<file path="config.mk">
export PLATFORM = sky130hd
export DESIGN_NAME = br_pred
export DESIGN_NICKNAME = d
export VERILOG_FILES = /design/src/rtl/br_pkg.sv /design/src/rtl/br_bht.sv /design/src/rtl/br_pred.sv
export SDC_FILE = /design/constraint.sdc
export NUM_CORES = 1
export LEC_CHECK = 0
export ABC_CLOCK_PERIOD_IN_PS = 10380
export CAP_MARGIN = 20
export CORE_MARGIN = 3
export CORE_UTILIZATION = 30
export CTS_CLUSTER_DIAMETER = 200
export CTS_CLUSTER_SIZE = 28
export DETAILED_ROUTE_END_ITERATION = 16
export PLACE_DENSITY_LB_ADDON = 0.2
export SETUP_SLACK_MARGIN = 0.02
export SKIP_LAST_GASP = 1
export SLEW_MARGIN = 20
export SYNTH_ARGS = -nofsm -noshare
export SYNTH_HDL_FRONTEND = slang
export SYNTH_HIERARCHICAL = 1
export SYNTH_SLANG_ARGS = --single-unit
export TNS_END_PERCENT = 1
</file>
<file path="constraint.sdc">
create_clock -name clk -period 10.38 [get_ports clk]
set_input_delay 1.557 -clock clk [delete_from_list [all_inputs] [get_ports clk]]
set_output_delay 1.557 -clock clk [all_outputs]
set_load 0.02 [all_outputs]
</file>
<file path="src/rtl/br_pkg.sv">
// Shared types and constants for the branch direction predictor.
// Counter encoding: 00 strong-NT, 01 weak-NT, 10 weak-T, 11 strong-T.
package br_pkg;

    localparam logic [6:0] OP_BRANCH = 7'b1100011;

    typedef logic [1:0] bht_ctr_t;

    localparam bht_ctr_t BHT_CTR_INIT = 2'b01;

    typedef enum logic {
        INIT = 1'b0,
        RUN  = 1'b1
    } br_state_e;

    // Two-bit saturating step toward the observed outcome.
    function automatic bht_ctr_t ctr_next(input bht_ctr_t c, input logic taken);
        bht_ctr_t n;
        n = c;
        if (taken) begin
            if (c != 2'b11) n = c + 2'd1;
        end else begin
            if (c != 2'b00) n = c - 2'd1;
        end
        return n;
    endfunction

endpackage

</file>
<file path="src/rtl/br_bht.sv">
// Branch history table: 2-bit counters, one async read port, one write port.
// The sweep write takes priority over training updates.
module br_bht
    import br_pkg::*;
#(
    parameter int IDX_W = 6
) (
    input  logic             clk,
    input  logic [IDX_W-1:0] i_rd_idx,
    output bht_ctr_t         o_rd_ctr,
    input  logic             i_init_en,
    input  logic [IDX_W-1:0] i_init_idx,
    input  logic             i_upd_en,
    input  logic [IDX_W-1:0] i_upd_idx,
    input  logic             i_upd_taken
);

    bht_ctr_t r_tbl [2**IDX_W];

    assign o_rd_ctr = r_tbl[i_rd_idx];

    // Contents are intentionally not reset; the sweep defines them.
    always_ff @(posedge clk) begin
        if (i_init_en)
            r_tbl[i_init_idx] <= BHT_CTR_INIT;
        else if (i_upd_en)
            r_tbl[i_upd_idx] <= ctr_next(r_tbl[i_upd_idx], i_upd_taken);
    end

endmodule

</file>
<file path="src/rtl/br_pred.sv">
// Conditional-branch direction predictor with post-reset table sweep.
// Optional gshare indexing enabled by defining BR_PRED_GSHARE_EN.
module br_pred
    import br_pkg::*;
#(
    parameter int BHT_IDX_W = 6
) (
    input  logic                 clk,
    input  logic                 rst,
    input  logic [63:0]          pc_f,
    input  logic [31:0]          ir_f,
    output logic                 pr_taken,
    output logic [63:0]          pr_addr,
    output logic [BHT_IDX_W-1:0] pr_idx,
    input  logic                 upd_en,
    input  logic [BHT_IDX_W-1:0] upd_idx,
    input  logic                 upd_taken,
    output logic                 init_busy
);

    br_state_e              r_state;
    logic [BHT_IDX_W-1:0]   r_ptr;
    logic                   w_init_en;
    logic                   w_upd_acc;
    logic                   w_is_br;
    logic [BHT_IDX_W-1:0]   w_idx;
    bht_ctr_t               w_ctr;
    logic [63:0]            w_imm;
    logic                   w_unused_ok;

    always_ff @(posedge clk) begin
        if (rst) begin
            r_state <= INIT;
            r_ptr   <= '0;
        end else if (r_state == INIT) begin
            r_ptr <= r_ptr + 1'b1;
            if (r_ptr == '1) r_state <= RUN;
        end
    end

    assign w_init_en = (r_state == INIT) && !rst;
    assign w_upd_acc = (r_state == RUN) && upd_en && !rst;

`ifdef BR_PRED_GSHARE_EN
    logic [BHT_IDX_W-1:0] r_ghr;

    // History is trained only by resolved branches, so it is non-speculative.
    always_ff @(posedge clk) begin
        if (rst)
            r_ghr <= '0;
        else if (w_upd_acc)
            r_ghr <= {r_ghr[BHT_IDX_W-2:0], upd_taken};
    end

    assign w_idx = pc_f[BHT_IDX_W+1:2] ^ r_ghr;
`else
    assign w_idx = pc_f[BHT_IDX_W+1:2];
`endif

    br_bht #(.IDX_W(BHT_IDX_W)) u_bht (
        .clk         (clk),
        .i_rd_idx    (w_idx),
        .o_rd_ctr    (w_ctr),
        .i_init_en   (w_init_en),
        .i_init_idx  (r_ptr),
        .i_upd_en    (w_upd_acc),
        .i_upd_idx   (upd_idx),
        .i_upd_taken (upd_taken)
    );

    assign w_is_br = (ir_f[6:0] == OP_BRANCH);
    assign w_imm   = {{51{ir_f[31]}}, ir_f[31], ir_f[7], ir_f[30:25], ir_f[11:8], 1'b0};

    assign pr_taken  = w_is_br && (r_state == RUN) && w_ctr[1];
    assign pr_addr   = pr_taken ? (pc_f + w_imm) : (pc_f + 64'd4);
    assign pr_idx    = w_idx;
    assign init_busy = (r_state == INIT);

    assign w_unused_ok = ^{ir_f[24:12], w_ctr[0]};

endmodule

</file>
==> flow_summary.ini, run 1 <==
[global_routing]
grt_pass1_wl_um = 60040
grt_overflow = 0
grt_pass1_vias = 10520
grt_max_degree = 65
antenna_found_initial = 0
grt_usage_pct = 17.50

[pwr]
ir_drop_uv = 101.8
p_switching_uw = 474.5
p_int_uw = 1118
p_leak_uw = 0.005461
power.density_mw_per_mm2 = 108.2
switching_share_pct = 29.80
power.total_uw = 1592
p_seq_share_pct = 37.1
power_frac_clock_pct = 35.3
combPwrFrac_pct = 27.6

[setup_path]
cpLargestDelayFamily = compound AO/OA/AOI/OAI gates
r2r-end = u_bht/r_tbl[18][0]$_DFFE_PP_
worstSetupStartpointType = primary input
rr_startpoint = u_bht/r_tbl[35][0]$_DFFE_PP_
crit_buf_inv = 2
critical-path-slowest-cell = clkdlybuf4s50_1
path_class = primary input to primary output
crit_path_max_fanout = 10
cp.required_ns = 8.82
r2r_slack_ns = 7.30
arrival_ns = 6.24
path_depth = 12
endpoint_kind = primary output
r2r_cells = 7
slowest_delay_ns = 0.86
path_cells = clkdlybuf4s50_1, ha_1, nand2_1, a21oi_1, o21ai_1, o211ai_2, a31oi_1, a21o_1, o21ai_1, a2111oi_0, a211oi_1, clkdlybuf4s50_1

[sta]
fin_crit_ns = 7.796
skew_ns = 0.009673
finalHoldViolCount = 0
fmax_mhz = 128.3
slew_headroom_pct = 28.04
tns_ns = 0
final.setup.worst_slack_ns = 2.584
final.period_utilization_pct = 75.11
rsz0062_at_grt = no
slew_violations = 0
worstMarginPinSlew_ns = 1.079
setup_viol = 0

[floorplan]
core.rowCount = 73
die-area_mm2 = 0.04311
pin_count = 178
die_h_um = 207.6
initial_core_util_pct = 30.56
die_w_um = 207.6
fp.coreArea_mm2 = 0.03991

[route]
wire_per_inst_um = 19.55
firstDrtPassIters = 5
final_antenna_net_count = 0
routed_wl_um = 39110
vias = 10810
drtIter0Drc = 698
post_drt_via_cell_ratio = 5.406
route.detailed.drc = 0

[logic_synthesis]
syn_inst = 1349
synth_area_per_cell_um2 = 9.041
synth_fp_nets = 1520
ys_warn_count = 6
syn_area_mm2 = 0.01220

[placed_design]
gp_congestion = 0.8548
io_buffers = 162
place_inst = 1969
place_ws_ns = 2.530
post-dp-hpwl_um = 29910

[flow_run]
maxCapViolations = 0

[clocking]
cts_tree = yes
clk_pin_slew_ns = 0.06
cts_root_buffer = clkbuf_16
insertion_delay_ns = 0.42
htree_num_levels = 4
cts.repair.resized = 0
cts_buffer_depth = 2
ctsHoldBuffers = 0
cts_sinks = 135
cts_setup_buffers = 0
numCtsBuffers = 17

[outcome]
outcome = completed

[layout]
area_delta_synth_final_pct = 20.68
fillerInstances = 4064
layout-drive-gt1-share_pct = 7.390
diodes = 0
finalNonFillerCells = 2000
nNetsFinal = 1634

[worst_hold_path]
min_from = r_ptr[5]$_SDFFE_PP0N_
hold_path_class = flip-flop to flip-flop
holdPathEnd = r_ptr[5]$_SDFFE_PP0N_
hold_depth = 2
sequential cells by signal, indices dropped and copies added, names as in the netlist:
name	count
r_ptr	6
r_state	1
u_bht/r_tbl	128
worst register-to-register path: stages (launching register included):
cell      delay [ns]
edfxtp_1        0.35
mux4_2          0.49
a22oi_1         0.28
a31oi_1         0.15
nor4_1          0.38
a21oi_1         0.17
o21ai_4         0.52
buf_4           0.46
cell usage in the layout (no fill, tap or decap), types with 14 or more instances in the layout:
cell type	count
and3_1	24
nor2_1	144
xor2_1	46
a21oi_1	98
mux4_2	38
nand4_1	35
o21bai_1	20
edfxtp_1	128
a21o_1	29
inv_1	32
nand2_1	160
clkbuf_16	17
ha_1	64
clkdlybuf4s50_1	158
a31oi_1	16
nand3_1	46
mux2i_1	20
nor3_1	28
xnor2_1	64
nand2b_1	14
o21ai_0	83
cell type report:
| class | count | area, um^2 | share of cell area [%] |
|---|---|---|---|
| Clock buffer | 20 | 436.7 | 2.967 |
| Clock inverter | 11 | 108.9 | 0.7395 |
| Inverter | 33 | 123.9 | 0.8416 |
| Multi-Input combinational cell | 1103 | 7722 | 52.47 |
| Sequential cell | 135 | 3984 | 27.07 |
| Tap cell | 525 | 656.9 | 4.463 |
| Timing Repair Buffer | 173 | 1687 | 11.46 |
routing by layer:
| layer | up-vias | routed length [um] | share of wire (%) | track usage [%] |
|---|---|---|---|---|
| met5 | - | 0 | 0 | 0 |
| met4 | 0 | 445 | 1.1 | 3.650 |
| met3 | 23 | 1872 | 4.8 | 2.176 |
| met2 | 296 | 18380 | 47 | 29.07 |
| met1 | 5212 | 18410 | 47 | 24.67 |
| li1 | 5280 | - | - | - |
how the worst max path moves through the flow:
stage / startpoint / end / slack [ns]
after CTS: pc_f[4] / pr_addr[61] / 2.53
after global routing: pc_f[4] / pr_addr[49] / 2.24
after detailed placement: pc_f[4] / pr_addr[61] / 2.53
final: pc_f[4] / pr_addr[55] / 2.58
after global placement: pc_f[2] / pr_addr[61] / 2.54
after floorplan: pc_f[2] / pr_addr[53] / 4.00
stage by stage:
stage	cell area (um^2)	hold WS, ns	utilization (%)
after CTS	14720	0.5660	36.87
after global routing	14720	0.6052	36.88
after detailed placement	14170	0.5579	35.50
final	14720	0.5668	36.88
after global placement	14170	0.5566	35.50
after floorplan	12200	0.4835	-
power groups by stage:
stage	Sequential (uW)	Clock, uW	Combinational, uW
3_5_place_dp	603	0	437
2_1_floorplan	602	0	282
4_1_cts	591	570	439
5_1_grt	591	596	481
6_report	592	561	440
3_3_place_gp	603	0	437
No activity file was read; power rests on OpenSTA's default activity.
==> inputs of run 2 (changes only) <==
- ABC_CLOCK_PERIOD_IN_PS: 10380 -> 6860
- clock period: 10.38 -> 6.86 ns (I/O delays scaled with it)
==> run 2 against run 1 <==
Compared with the run above:
- total power grew 67%
- sequential share of layout area down 0.50 points
- non-clock buffer count increased by 11
- first-iteration DRC count grew 3.3%
- worst hold slack worse by 0.0035 ns
- clock power grew 94%
- critical path depth increased by 4
- flip-flop and latch count did not move
- utilization grew 0.69 points
- cell count up 0.55%
- combinational power increased by 53%
- largest cell class unchanged
- largest power group is now the clock network
==> flow_summary.ini, run 2 (synthesized netlist as in run 1, its figures left out) <==
[sta]
finalHoldViolCount = 0
rsz0062_at_grt = no
setup_viol = 0
tns_ns = 0
fmax_mhz = 158.4
fin_crit_ns = 6.313
worstMarginPinSlew_ns = 1.124
slew_headroom_pct = 24.80
slew_violations = 0
final.period_utilization_pct = 92.03
skew_ns = 0.005694

[clocking]
clk_pin_slew_ns = 0.06
cts.repair.resized = 0
insertion_delay_ns = 0.42
cts_tree = yes
cts_setup_buffers = 0
htree_num_levels = 4
numCtsBuffers = 17
cts_sinks = 135
cts_root_buffer = clkbuf_16
ctsHoldBuffers = 0
cts_buffer_depth = 2

[pwr]
combPwrFrac_pct = 25.3
power.density_mw_per_mm2 = 177.3
power.total_uw = 2659
p_int_uw = 1920
p_seq_share_pct = 33.7
switching_share_pct = 27.81
ir_drop_uv = 153.4
power_frac_clock_pct = 41.0
p_leak_uw = 0.005597
p_switching_uw = 739.4

[layout]
layout_common_cells = nand2_1 (160), clkdlybuf4s50_1 (158), nor2_1 (144)
top_regs = u_bht/r_tbl (128), r_ptr (6), r_state (1)
nNetsFinal = 1645
diodes = 0
fillerInstances = 4006
area_delta_synth_final_pct = 22.94
largest_reg_flops = 128
layout-drive-gt1-share_pct = 8.345
fin_area_mm2 = 0.01499
finalNonFillerCells = 2011
final_common_cell = nand2_1
top_register = u_bht/r_tbl

[route]
firstDrtPassIters = 4
final_antenna_net_count = 0
post_drt_via_cell_ratio = 5.419
routed_wl_um = 39760
vias = 10900
drtIter0Drc = 721
route.detailed.drc = 0
wire_per_inst_um = 19.77

[global_routing]
met3_usage_pct = 2.433
grt_pass1_wl_um = 61000
antenna_found_initial = 0
grt_overflow = 0
grt_max_degree = 40
grtUsageMet2_pct = 29.30
grt_pass1_vias = 10570
grt_usage_pct = 17.83
grt-busiest-layer = met2
use_met1_pct = 24.87

[floorplan]
pin_count = 178
die_w_um = 207.6
initial_core_util_pct = 30.56
die-area_mm2 = 0.04311
core.rowCount = 73
fp.coreArea_mm2 = 0.03991
die_h_um = 207.6

[placed_design]
post-dp-hpwl_um = 30810
gp_congestion = 0.8826
io_buffers = 162
place_inst = 1980
dpl_cell_area_mm2 = 0.01429

[worst_hold_path]
min_from = r_ptr[5]$_SDFFE_PP0N_
hold_depth = 2
hold_path_class = flip-flop to flip-flop
holdPathEnd = r_ptr[5]$_SDFFE_PP0N_

[outcome]
outcome = completed

[setup_path]
r2r_cells = 7
slowest_delay_ns = 0.56
arrival_ns = 5.28
cp.required_ns = 5.83
crit_buf_inv = 5
r2r-end = u_bht/r_tbl[23][0]$_DFFE_PP_
path_cells = clkdlybuf4s50_1, buf_4, buf_4, mux4_2, mux4_2, mux2i_1, o21ai_1, nand4b_1, nor3_1, nand4_1, inv_2, nand3_1, a21oi_1, o21ba_2, or3b_1, clkdlybuf4s50_1
critical-path-slowest-cell = clkdlybuf4s50_1
rr_startpoint = u_bht/r_tbl[34][0]$_DFFE_PP_
endpoint_kind = primary output
r2r_slack_ns = 3.64
worstSetupStartpointType = primary input
cpLargestDelayFamily = buffers and inverters
path_class = primary input to primary output
crit_path_max_fanout = 16

[flow_run]
maxCapViolations = 0
==> run 2: cell count changes in the layout (fill, tap and decap cells not counted), sizes merged <==
cell,delta
buf,+11
bufinv,+6
clkinv,-5
clkbuf,-3
clkinvlp,+1
inv,+1
==> run 2: layout make-up <==
class	count	area [um^2]	share of cell area [%]
Multi-Input combinational cell	1103	7722	51.50
Inverter	33	123.9	0.8261
Clock inverter	14	277.8	1.852
Sequential cell	135	3984	26.57
Timing Repair Buffer	184	1804	12.03
Clock buffer	17	425.4	2.837
Tap cell	525	656.9	4.381
==> run 2: worst max path at each step <==
stage             from           to  slack [ns]  cells after the start
2_1_floorplan  pc_f[2]  pr_addr[53]        1.54                     16
5_1_grt        pc_f[3]  pr_addr[63]        0.27                     16
3_3_place_gp   pc_f[3]  pr_addr[63]        0.44                     16
3_5_place_dp   pc_f[3]  pr_addr[63]        0.40                     16
6_report       pc_f[3]  pr_addr[63]        0.55                     16
4_1_cts        pc_f[3]  pr_addr[63]        0.40                     16
==> run 2: power by group through the flow <==
stage	registers, uW	logic (uW)	clock network [uW]
after floorplan	911	427	0
after global placement	912	669	0
after detailed placement	912	668	0
after CTS	895	671	1110
after global routing	895	735	1140
final	895	673	1090
==> run 2: worst register-to-register path, cell delays in order (launching register included) <==
cell	delay (ns)
edfxtp_1	0.36
mux4_2	0.49
a22oi_1	0.28
a31oi_1	0.17
nor4_1	0.37
a21oi_1	0.16
o21ai_4	0.78
buf_4	0.41
==> run 2: through the flow <==
step                      setup WS, ns  hold slack [ns]  util [%]
final                           0.5469           0.5633     37.57
after CTS                       0.4007           0.5700     37.57
after detailed placement        0.3953           0.5587     35.80
after floorplan                  1.537           0.4835         -
after global placement          0.4401           0.5541     35.80
after global routing            0.2735           0.6194     37.57
==> run 2: per-layer routing <==
layer  up-vias  share of wire, %
met5         -                 0
met4         0               1.9
met3        35               5.1
met2       305                46
met1      5241                47
li1       5316                 -
==> inputs of run 3 (changes only) <==
- CORE_UTILIZATION: 30 -> 33
==> run 3 against run 2 <==
Compared with the run above:
- worst hold slack got worse by 0.0050 ns
- critical endpoint unchanged
- critical path type unchanged
- utilization rose by 3.4 points
- non-clock buffer count fell by 4
- critical path depth did not move
- cell count fell by 3.3%
- clock power fell by 19%
==> flow_summary.ini, run 3 (synthesized netlist as in run 1, its figures left out) <==
[layout]
top_register = u_bht/r_tbl
layout_common_cells = nand2_1 (160), clkdlybuf4s50_1 (158), nor2_1 (144)
multiInputGateArea_mm2 = 0.007722
area_delta_synth_final_pct = 20.85
final_common_cell = nand2_1
largest_reg_flops = 128
final_util_pct = 40.94
top_regs = u_bht/r_tbl (128), r_ptr (6), r_state (1)
seqCellArea_mm2 = 0.003984
nNetsFinal = 1641
layout-drive-gt1-share_pct = 7.822
diodes = 0
fillerInstances = 3617

[setup_path]
critical-path-slowest-cell = clkdlybuf4s50_1
crit_path_max_fanout = 22
crit_buf_inv = 4
cpLargestDelayFamily = buffers and inverters
cp.required_ns = 5.83
slowest_delay_ns = 0.55
path_class = primary input to primary output
endpoint_kind = primary output
worstSetupStartpointType = primary input
path_cells = clkdlybuf4s50_1, buf_4, mux4_2, mux4_2, mux2_2, nand2_1, o21ai_1, nand4b_1, nor3_1, nand4_1, inv_2, nand3_1, a21oi_1, o21ba_2, or3b_1, clkdlybuf4s50_1
arrival_ns = 5.32

[floorplan]
pin_count = 178
initial_core_util_pct = 33.88
die-area_mm2 = 0.03930
core.rowCount = 69
die_w_um = 198.3
fp.coreArea_mm2 = 0.03600
die_h_um = 198.3

[global_routing]
grt_overflow = 0
grt_max_degree = 45
grt_usage_pct = 19.22
grt_pass1_wl_um = 58930
grt_pass1_vias = 10520
antenna_found_initial = 1

[clocking]
cts_setup_buffers = 0
cts_buffer_depth = 2
ctsHoldBuffers = 0
cts.repair.resized = 0
insertion_delay_ns = 0.42
htree_num_levels = 4
cts_root_buffer = clkbuf_16
clk_pin_slew_ns = 0.05
cts_sinks = 135
cts_tree = yes
numCtsBuffers = 17

[sta]
hold_ws_ns = 0.5583
fmax_mhz = 157.4
slew_headroom_pct = 33.64
slew_violations = 0
rsz0062_at_grt = no
finalHoldViolCount = 0
setup_viol = 0
fin_crit_ns = 6.353
skew_ns = 0.005763
worstMarginPinSlew_ns = 0.9934
final.period_utilization_pct = 92.61
tns_ns = 0

[placed_design]
gp_congestion = 0.8810
post-dp-hpwl_um = 29850
io_buffers = 162

[route]
firstDrtPassIters = 5
route.detailed.drc = 0
post_drt_via_cell_ratio = 5.606
drtIter0Drc = 782
routed_wl_um = 38410
vias = 10900
wire_per_inst_um = 19.76
final_antenna_net_count = 0

[outcome]
outcome = completed

[worst_hold_path]
hold_path_class = flip-flop to flip-flop

[pwr]
power.density_mw_per_mm2 = 166.3
p_leak_uw = 0.005519
ir_drop_uv = 148.7

[flow_run]
maxCapViolations = 0
run 3: cell types whose count changed in the layout (fill, tap and decap cells not counted):
cell	change
buf_12	-1
buf_4	-3
bufinv_16	-5
clkbuf_1	+3
clkinv_1	+2
clkinv_2	+3
clkinvlp_4	-1
inv_6	-1
run 3: worst paths after layout:
kind	startpoint	to	slack (ns)	cells after the start
min reg2reg	r_ptr[5]$_SDFFE_PP0N_	r_ptr[5]$_SDFFE_PP0N_	0.56	2
min	r_ptr[5]$_SDFFE_PP0N_	r_ptr[5]$_SDFFE_PP0N_	0.56	2
max reg2reg	u_bht/r_tbl[49][0]$_DFFE_PP_	u_bht/r_tbl[3][0]$_DFFE_PP_	3.67	7
max	pc_f[3]	pr_addr[63]	0.51	16
run 3: layout make-up:
cell class                 instances  share of cell area, %
multi-input combinational       1103                  52.39
sequential                       135                  27.03
timing repair buffer             180                  11.95
tap                              461                  3.913
clock buffer                      20                  2.963
clock inverter                    12                 0.9083
inverter                          33                 0.8404
run 3: metal layers:
metal | share of wire [%] | vias up | wire (um) | GRT usage (%)
met2 | 47 | 318 | 17910 | 31.94
met4 | 2.3 | 2 | 865 | 5.505
met1 | 45 | 5226 | 17400 | 26.37
met5 | 0.031 | - | 12 | 0
li1 | - | 5306 | - | -
met3 | 5.8 | 46 | 2216 | 2.467
run 3: worst min-delay path, delay by kind of cell, from the launching register on:
kind / cells / cell delay (ns)
flops: 1 / 0.35
compound gates: 2 / 0.15
run 3: per-stage QoR:
step	area [um^2]	cells	worst slack [ns]	total power [uW]
global route	14740	1944	0.1726	2562
global placement	14170	1912	0.4541	1575
finish	14740	1944	0.5068	2452
CTS	14740	1944	0.4501	2461
floorplan	12200	1349	1.537	1338
detailed placement	14170	1912	0.4660	1575
run 3: report_power, final:
| group | switching, uW | internal (uW) |
|---|---|---|
| clock network | 324 | 563 |
| logic | 394 | 276 |
| registers | 3.17 | 892 |
